<file path="config.mk">
export PLATFORM = sky130hd
export DESIGN_NAME = alu_pipe
export DESIGN_NICKNAME = d
export VERILOG_FILES = /design/src/rtl/alu_pipe.sv
export SDC_FILE = /design/constraint.sdc
export NUM_CORES = 1
export LEC_CHECK = 0
export CORE_AREA = 2 2 146 148
export DETAILED_ROUTE_END_ITERATION = 8
export DIE_AREA = 0 0 148 150
export PLACE_DENSITY = 0.77
export SYNTH_ARGS = -nofsm -noshare
export SYNTH_HDL_FRONTEND = slang
export SYNTH_SLANG_ARGS = --single-unit
</file>
<file path="constraint.sdc">
create_clock -name clk -period 5.5 [get_ports clk]
set_input_delay 1.1 -clock clk [delete_from_list [all_inputs] [get_ports clk]]
set_output_delay 1.1 -clock clk [all_outputs]
set_load 0.02 [all_outputs]
</file>
<file path="src/rtl/alu_pipe.sv">
// ---------------------------------------------------------------------------
// alu_pipe -- two-stage elastic (valid/ready) ALU pipeline.
//
// Stage 1 captures the request (operands, opcode, tag). The ALU result is
// computed combinationally from the stage-1 registers. Stage 2 registers the
// result, flags and tag, and drives the output interface. The pipeline holds
// at most two ops and never reorders them.
//
// Optional feature macro: ALU_SAT_EN
//   defined   : ADD saturates to all-ones on carry out, SUB saturates to zero
//               on borrow; carry/ovf still report the unsaturated arithmetic.
//   undefined : ADD/SUB wrap modulo 2^WIDTH.
//
// Parameters
//   WIDTH  operand/result width (>= 2)
//   TAG_W  request tag width (>= 1)
//
// Ports
//   clk, rst_n           clock, asynchronous active-low reset
//   in_valid/in_ready    request handshake
//   in_a, in_b           operands
//   in_op                000 ADD, 001 SUB, 010 GTU, 011 GTS,
//                        100 AND, 101 OR, 110 XOR, 111 SHL
//   in_tag               user tag, returned on out_tag
//   out_valid/out_ready  result handshake
//   out_result           result
//   out_carry            carry (ADD) / no-borrow (SUB)
//   out_zero             out_result == 0
//   out_ovf              signed overflow (ADD/SUB)
//   out_tag              tag of this result
// ---------------------------------------------------------------------------
module alu_pipe #(
  parameter int WIDTH = 32,
  parameter int TAG_W = 4
) (
  input  logic             clk,
  input  logic             rst_n,
  input  logic             in_valid,
  output logic             in_ready,
  input  logic [WIDTH-1:0] in_a,
  input  logic [WIDTH-1:0] in_b,
  input  logic [2:0]       in_op,
  input  logic [TAG_W-1:0] in_tag,
  output logic             out_valid,
  input  logic             out_ready,
  output logic [WIDTH-1:0] out_result,
  output logic             out_carry,
  output logic             out_zero,
  output logic             out_ovf,
  output logic [TAG_W-1:0] out_tag
);

  localparam int SH_W = $clog2(WIDTH);

  localparam logic [2:0] OP_ADD = 3'b000;
  localparam logic [2:0] OP_SUB = 3'b001;
  localparam logic [2:0] OP_GTU = 3'b010;
  localparam logic [2:0] OP_GTS = 3'b011;
  localparam logic [2:0] OP_AND = 3'b100;
  localparam logic [2:0] OP_OR  = 3'b101;
  localparam logic [2:0] OP_XOR = 3'b110;
  localparam logic [2:0] OP_SHL = 3'b111;

  // Stage 1 state
  logic             s1_valid_q, s1_valid_d;
  logic [WIDTH-1:0] a_q, a_d;
  logic [WIDTH-1:0] b_q, b_d;
  logic [2:0]       op_q, op_d;
  logic [TAG_W-1:0] tag_q, tag_d;

  // Stage 2 state
  logic             out_valid_q, out_valid_d;
  logic [WIDTH-1:0] res_q, res_d;
  logic             carry_q, carry_d;
  logic             zero_q, zero_d;
  logic             ovf_q, ovf_d;
  logic [TAG_W-1:0] out_tag_q, out_tag_d;

  // Handshake
  logic s2_load;
  logic in_accept;

  // ALU combinational outputs
  logic [WIDTH-1:0] b_eff;
  logic [WIDTH:0]   sum;
  logic             arith_ovf;
  logic [WIDTH-1:0] alu_res;
  logic             alu_carry;
  logic             alu_ovf;
  logic             alu_zero;

  // Stage 2 can take a new op when it is empty or is draining this cycle;
  // stage 1 can accept when it is empty or is moving into stage 2.
  assign s2_load   = s1_valid_q && (!out_valid_q || out_ready);
  assign in_ready  = !s1_valid_q || s2_load;
  assign in_accept = in_valid && in_ready;

  // ALU datapath evaluated from the stage-1 registers.
  always_comb begin
    // SUB reuses the adder as a + ~b + 1; carry out then means "no borrow".
    b_eff     = (op_q == OP_SUB) ? ~b_q : b_q;
    sum       = {1'b0, a_q} + {1'b0, b_eff} + {{WIDTH{1'b0}}, (op_q == OP_SUB)};
    arith_ovf = (a_q[WIDTH-1] == b_eff[WIDTH-1]) && (sum[WIDTH-1] != a_q[WIDTH-1]);
    alu_res   = {WIDTH{1'b0}};
    alu_carry = 1'b0;
    alu_ovf   = 1'b0;
    case (op_q)
      OP_ADD: begin
`ifdef ALU_SAT_EN
        alu_res = sum[WIDTH] ? {WIDTH{1'b1}} : sum[WIDTH-1:0];
`else
        alu_res = sum[WIDTH-1:0];
`endif
        alu_carry = sum[WIDTH];
        alu_ovf   = arith_ovf;
      end
      OP_SUB: begin
`ifdef ALU_SAT_EN
        alu_res = sum[WIDTH] ? sum[WIDTH-1:0] : {WIDTH{1'b0}};
`else
        alu_res = sum[WIDTH-1:0];
`endif
        alu_carry = sum[WIDTH];
        alu_ovf   = arith_ovf;
      end
      OP_GTU:  alu_res = {{(WIDTH-1){1'b0}}, (a_q > b_q)};
      OP_GTS:  alu_res = {{(WIDTH-1){1'b0}}, ($signed(a_q) > $signed(b_q))};
      OP_AND:  alu_res = a_q & b_q;
      OP_OR:   alu_res = a_q | b_q;
      OP_XOR:  alu_res = a_q ^ b_q;
      OP_SHL:  alu_res = a_q << b_q[SH_W-1:0];
      default: alu_res = {WIDTH{1'b0}};
    endcase
    // zero follows the final (possibly saturated) result
    alu_zero = (alu_res == {WIDTH{1'b0}});
  end

  // Next-state for stage 1: load on accept, otherwise hold.
  always_comb begin
    s1_valid_d = in_accept || (s1_valid_q && !s2_load);
    if (in_accept) begin
      a_d   = in_a;
      b_d   = in_b;
      op_d  = in_op;
      tag_d = in_tag;
    end else begin
      a_d   = a_q;
      b_d   = b_q;
      op_d  = op_q;
      tag_d = tag_q;
    end
  end

  // Next-state for stage 2: load the ALU result when stage 1 moves forward,
  // otherwise hold so outputs stay stable under backpressure.
  always_comb begin
    out_valid_d = s2_load || (out_valid_q && !out_ready);
    if (s2_load) begin
      res_d     = alu_res;
      carry_d   = alu_carry;
      zero_d    = alu_zero;
      ovf_d     = alu_ovf;
      out_tag_d = tag_q;
    end else begin
      res_d     = res_q;
      carry_d   = carry_q;
      zero_d    = zero_q;
      ovf_d     = ovf_q;
      out_tag_d = out_tag_q;
    end
  end

  // Pipeline registers; reset discards any ops in flight.
  always_ff @(posedge clk or negedge rst_n) begin
    if (!rst_n) begin
      s1_valid_q  <= 1'b0;
      a_q         <= {WIDTH{1'b0}};
      b_q         <= {WIDTH{1'b0}};
      op_q        <= 3'b000;
      tag_q       <= {TAG_W{1'b0}};
      out_valid_q <= 1'b0;
      res_q       <= {WIDTH{1'b0}};
      carry_q     <= 1'b0;
      zero_q      <= 1'b0;
      ovf_q       <= 1'b0;
      out_tag_q   <= {TAG_W{1'b0}};
    end else begin
      s1_valid_q  <= s1_valid_d;
      a_q         <= a_d;
      b_q         <= b_d;
      op_q        <= op_d;
      tag_q       <= tag_d;
      out_valid_q <= out_valid_d;
      res_q       <= res_d;
      carry_q     <= carry_d;
      zero_q      <= zero_d;
      ovf_q       <= ovf_d;
      out_tag_q   <= out_tag_d;
    end
  end

  assign out_valid  = out_valid_q;
  assign out_result = res_q;
  assign out_carry  = carry_q;
  assign out_zero   = zero_q;
  assign out_ovf    = ovf_q;
  assign out_tag    = out_tag_q;

endmodule

</file>
==> results.sh <==
export IMPL_outcome="completed"
export IMPL_port_buffers=115
export IMPL_slew_headroom_pct=26.9
export IMPL_post_drt_wl_per_cell_um=23.0
export IMPL_ios=116
export IMPL_max_vdd_ir_drop_mv=0.172
export IMPL_numCtsBuffers=9
export IMPL_worstMarginPinSlew_ps=1090
export IMPL_initial_utilization_pct=53.9
export IMPL_drive_above_1_share_pct=12.2
export IMPL_ctsResizeCount=0
export IMPL_cp_max_fo=20
export IMPL_ys_ff_latch=112
export IMPL_dieArea_um2=22200
export IMPL_cts_sinks=112
export IMPL_holdBufCountCts=0
export IMPL_synth_nets=1443
export IMPL_ys_seq_area_share_pct=25.1
export IMPL_hold_slack_ps=464
export IMPL_dpl_hpwl_mm=27.7
export IMPL_die_x_um=148
export IMPL_fin_skew_ps=14.9
export IMPL_end_kind="flop"
export IMPL_die_y_um=150
export IMPL_cts_tree="done"
export IMPL_yosysTopAreaCell="dfrtp_1"
export IMPL_synth_ff_type="dfrtp_1"
export IMPL_grt_max_degree=72
export IMPL_synth_cell_types=77
export IMPL_synth_cells=1239
export IMPL_rsz0062_at_grt="false"
export IMPL_drv_slew=0
export IMPL_grt_ovfl_total=0
export IMPL_period_minus_slack_ps=4760
export IMPL_clock_fmax_mhz=210
export IMPL_finalCritPeriodShare_pct=86.5
export IMPL_required_ps=5760
export IMPL_first_global_vias=9538
export IMPL_fin_tns_setup_ps=0
export IMPL_syn_area_um2=11100
export IMPL_core_area_um2=20700
export IMPL_min_path_type="flop to flop"
export IMPL_drc_errors=0
export IMPL_fillers=1812
export IMPL_path_class="flop to flop"
export IMPL_cts_buffer_depth=2
export IMPL_multi_input_area_um2=7730
export IMPL_max_cap_violations=0
export IMPL_root_buffer="clkbuf_16"
export IMPL_cp_arrival_ps=5010
export IMPL_ant_nets=0
export IMPL_hold_viol=0
export IMPL_track_usage_pct=33.3
export IMPL_final_cell_area_um2=12800
export IMPL_synth_top_area_share_pct=25.1
export IMPL_synth_area_top_cells="dfrtp_1 (25%), ha_1 (14%), mux2_2 (9.1%)"
export IMPL_htreeDepth=3
export IMPL_cts_setup_buffers=0
export IMPL_ys_async_sr_fraction_pct=100
export IMPL_syn2layout_area_growth_pct=14.7
export IMPL_nNetsFinal=1520
export IMPL_gp_congestion=1.01
export IMPL_routed_wl_mm=36.7
export IMPL_worstSetupStartpointType="flop"
export IMPL_detail_route_first_pass_iterations=7
export IMPL_antennaDiodeCount=0
export IMPL_clk_latency_ps=370
export IMPL_rows=53
export IMPL_cts_clk_slew_worst_paths_ps=80
export IMPL_synth_edf_count=0
export IMPL_viasPerCell=6.32
export IMPL_dpl_cell_area_um2=12500
export IMPL_yosys_warnings=0
export IMPL_register_area_um2=2800
export IMPL_setup_violations=0
export IMPL_drt_iter0_drc=1117
export IMPL_p_per_area_nw_per_um2=372
export IMPL_p_leak_nw=5.58
export IMPL_grt_pass1_wl_mm=56.6
export IMPL_antenna_found_initial=1
export IMPL_via_count=10100
export IMPL_syn_avg_cell_area_um2=9.00
-- state kept, by name (all words and copies together), names as in the netlist --
name and cells:
s1_valid_q 1, out_zero 1, out_tag 4, b_q 32, out_carry 1, a_q 32
out_valid 1, tag_q 4, op_q 3, out_result 32, out_ovf 1
-- per-layer routing --
layer	track usage [%]	part of all wire [%]
met1	47.8	43
met2	49.4	43
met5	0	0.035
met4	9.24	2.7
met3	8.78	11
-- path summary, 6_finish.rpt --
| kind | startpoint | to | slack (ps) | depth (start not counted) |
|---|---|---|---|---|
| setup / recovery | op_q[2]$_DFFE_PN0P_ | out_zero$_DFFE_PN0P_ | 740 | 14 |
| hold / removal | tag_q[2]$_DFFE_PN0P_ | out_tag[2]$_DFFE_PN0P_ | 460 | 2 |
| setup reg to reg | op_q[2]$_DFFE_PN0P_ | out_zero$_DFFE_PN0P_ | 740 | 14 |
| hold reg to reg | tag_q[2]$_DFFE_PN0P_ | out_tag[2]$_DFFE_PN0P_ | 460 | 2 |
| max in group asynchronous | rst_n | out_result[18]$_DFFE_PN0P_ | 3570 | 2 |
| min in group asynchronous | rst_n | a_q[4]$_DFFE_PN0P_ | 790 | 1 |
-- final cells by class --
type,count,area share [%]
Multi-Input combinational cell,972,60.4
Sequential cell,112,21.9
Timing Repair Buffer,138,10.3
Tap cell,275,2.69
Inverter,83,2.44
Clock buffer,10,1.79
Clock inverter,6,0.411
-- stage by stage --
step | instances | power, W | util [%] | setup slack (ps)
floorplan | 1239 | 0.00309 | - | 363
global placement | 1580 | 0.00401 | 60.5 | 917
detailed placement | 1580 | 0.00404 | 60.5 | 832
CTS | 1596 | 0.00471 | 61.8 | 817
global route | 1596 | 0.00506 | 61.8 | 363
finish | 1596 | 0.00476 | 61.8 | 744
-- worst max-delay path, stage by stage (launching register included) --
cell,delay (ps)
dfrtp_1,390
or2_2,330
nor2_4,600
xnor2_1,140
ha_1,390
a211oi_1,380
o21bai_1,130
a221oi_1,410
a31oi_1,240
a221o_1,410
a311oi_1,510
xnor2_1,100
o21ai_0,250
nor3_1,100
a41o_1,240
-- cell usage in the layout, fill, tap and decap left out, types with 10 or more instances in the layout --
cell type,n
a211oi_1,14
a21o_1,12
a21oi_1,63
a22o_1,12
buf_4,24
clkdlybuf4s50_1,114
dfrtp_1,111
ha_1,128
inv_1,81
mux2_2,90
mux2i_1,22
mux4_1,17
mux4_2,13
nand2_1,138
nand2b_1,13
nand3_1,14
nand4_1,12
nor2_1,63
nor2b_1,21
nor3_1,17
nor4_1,15
o211ai_1,10
o21ai_0,92
o31ai_1,12
xnor2_1,42
-- cells in the mapped netlist, types with 10 or more instances --
cell type  count
a211oi_1      14
mux4_1        17
nor2b_1       22
inv_1         81
o21ai_0       92
nor2_1        64
clkbuf_1      50
a21oi_1       63
dfrtp_1      112
o211ai_1      10
nand4_1       12
a21o_1        12
mux4_2        13
nand3_1       14
nand2_1      139
mux2_2        90
a22o_1        12
nand2b_1      13
buf_1         14
nor4_1        15
o31ai_1       12
mux2i_1       22
xnor2_1       42
ha_1         128
nor3_1        17
-- kinds of logic (layout without fill, tap and decap cells) --
kind of cell / after synthesis / after routing / share of synthesized area (%)
xor gates and xnor gates: 49 / 49 / 3.85
muxes: 142 / 142 / 17.7
and+or+nand+nor: 337 / 337 / 14.3
buffers and inverters: 155 / 237 / 5.63
DFF: 112 / 112 / 25.1
AOI/OAI and AO/OA: 315 / 315 / 18.8
adders and majority gates: 129 / 129 / 14.5
-- power by group --
part | internal [W] | switching [W]
clock | 0.000316 | 0.000343
sequential | 0.00101 | 0.000228
combinational | 0.00121 | 0.00166
Note: power is estimated with default switching activity, not from simulation.
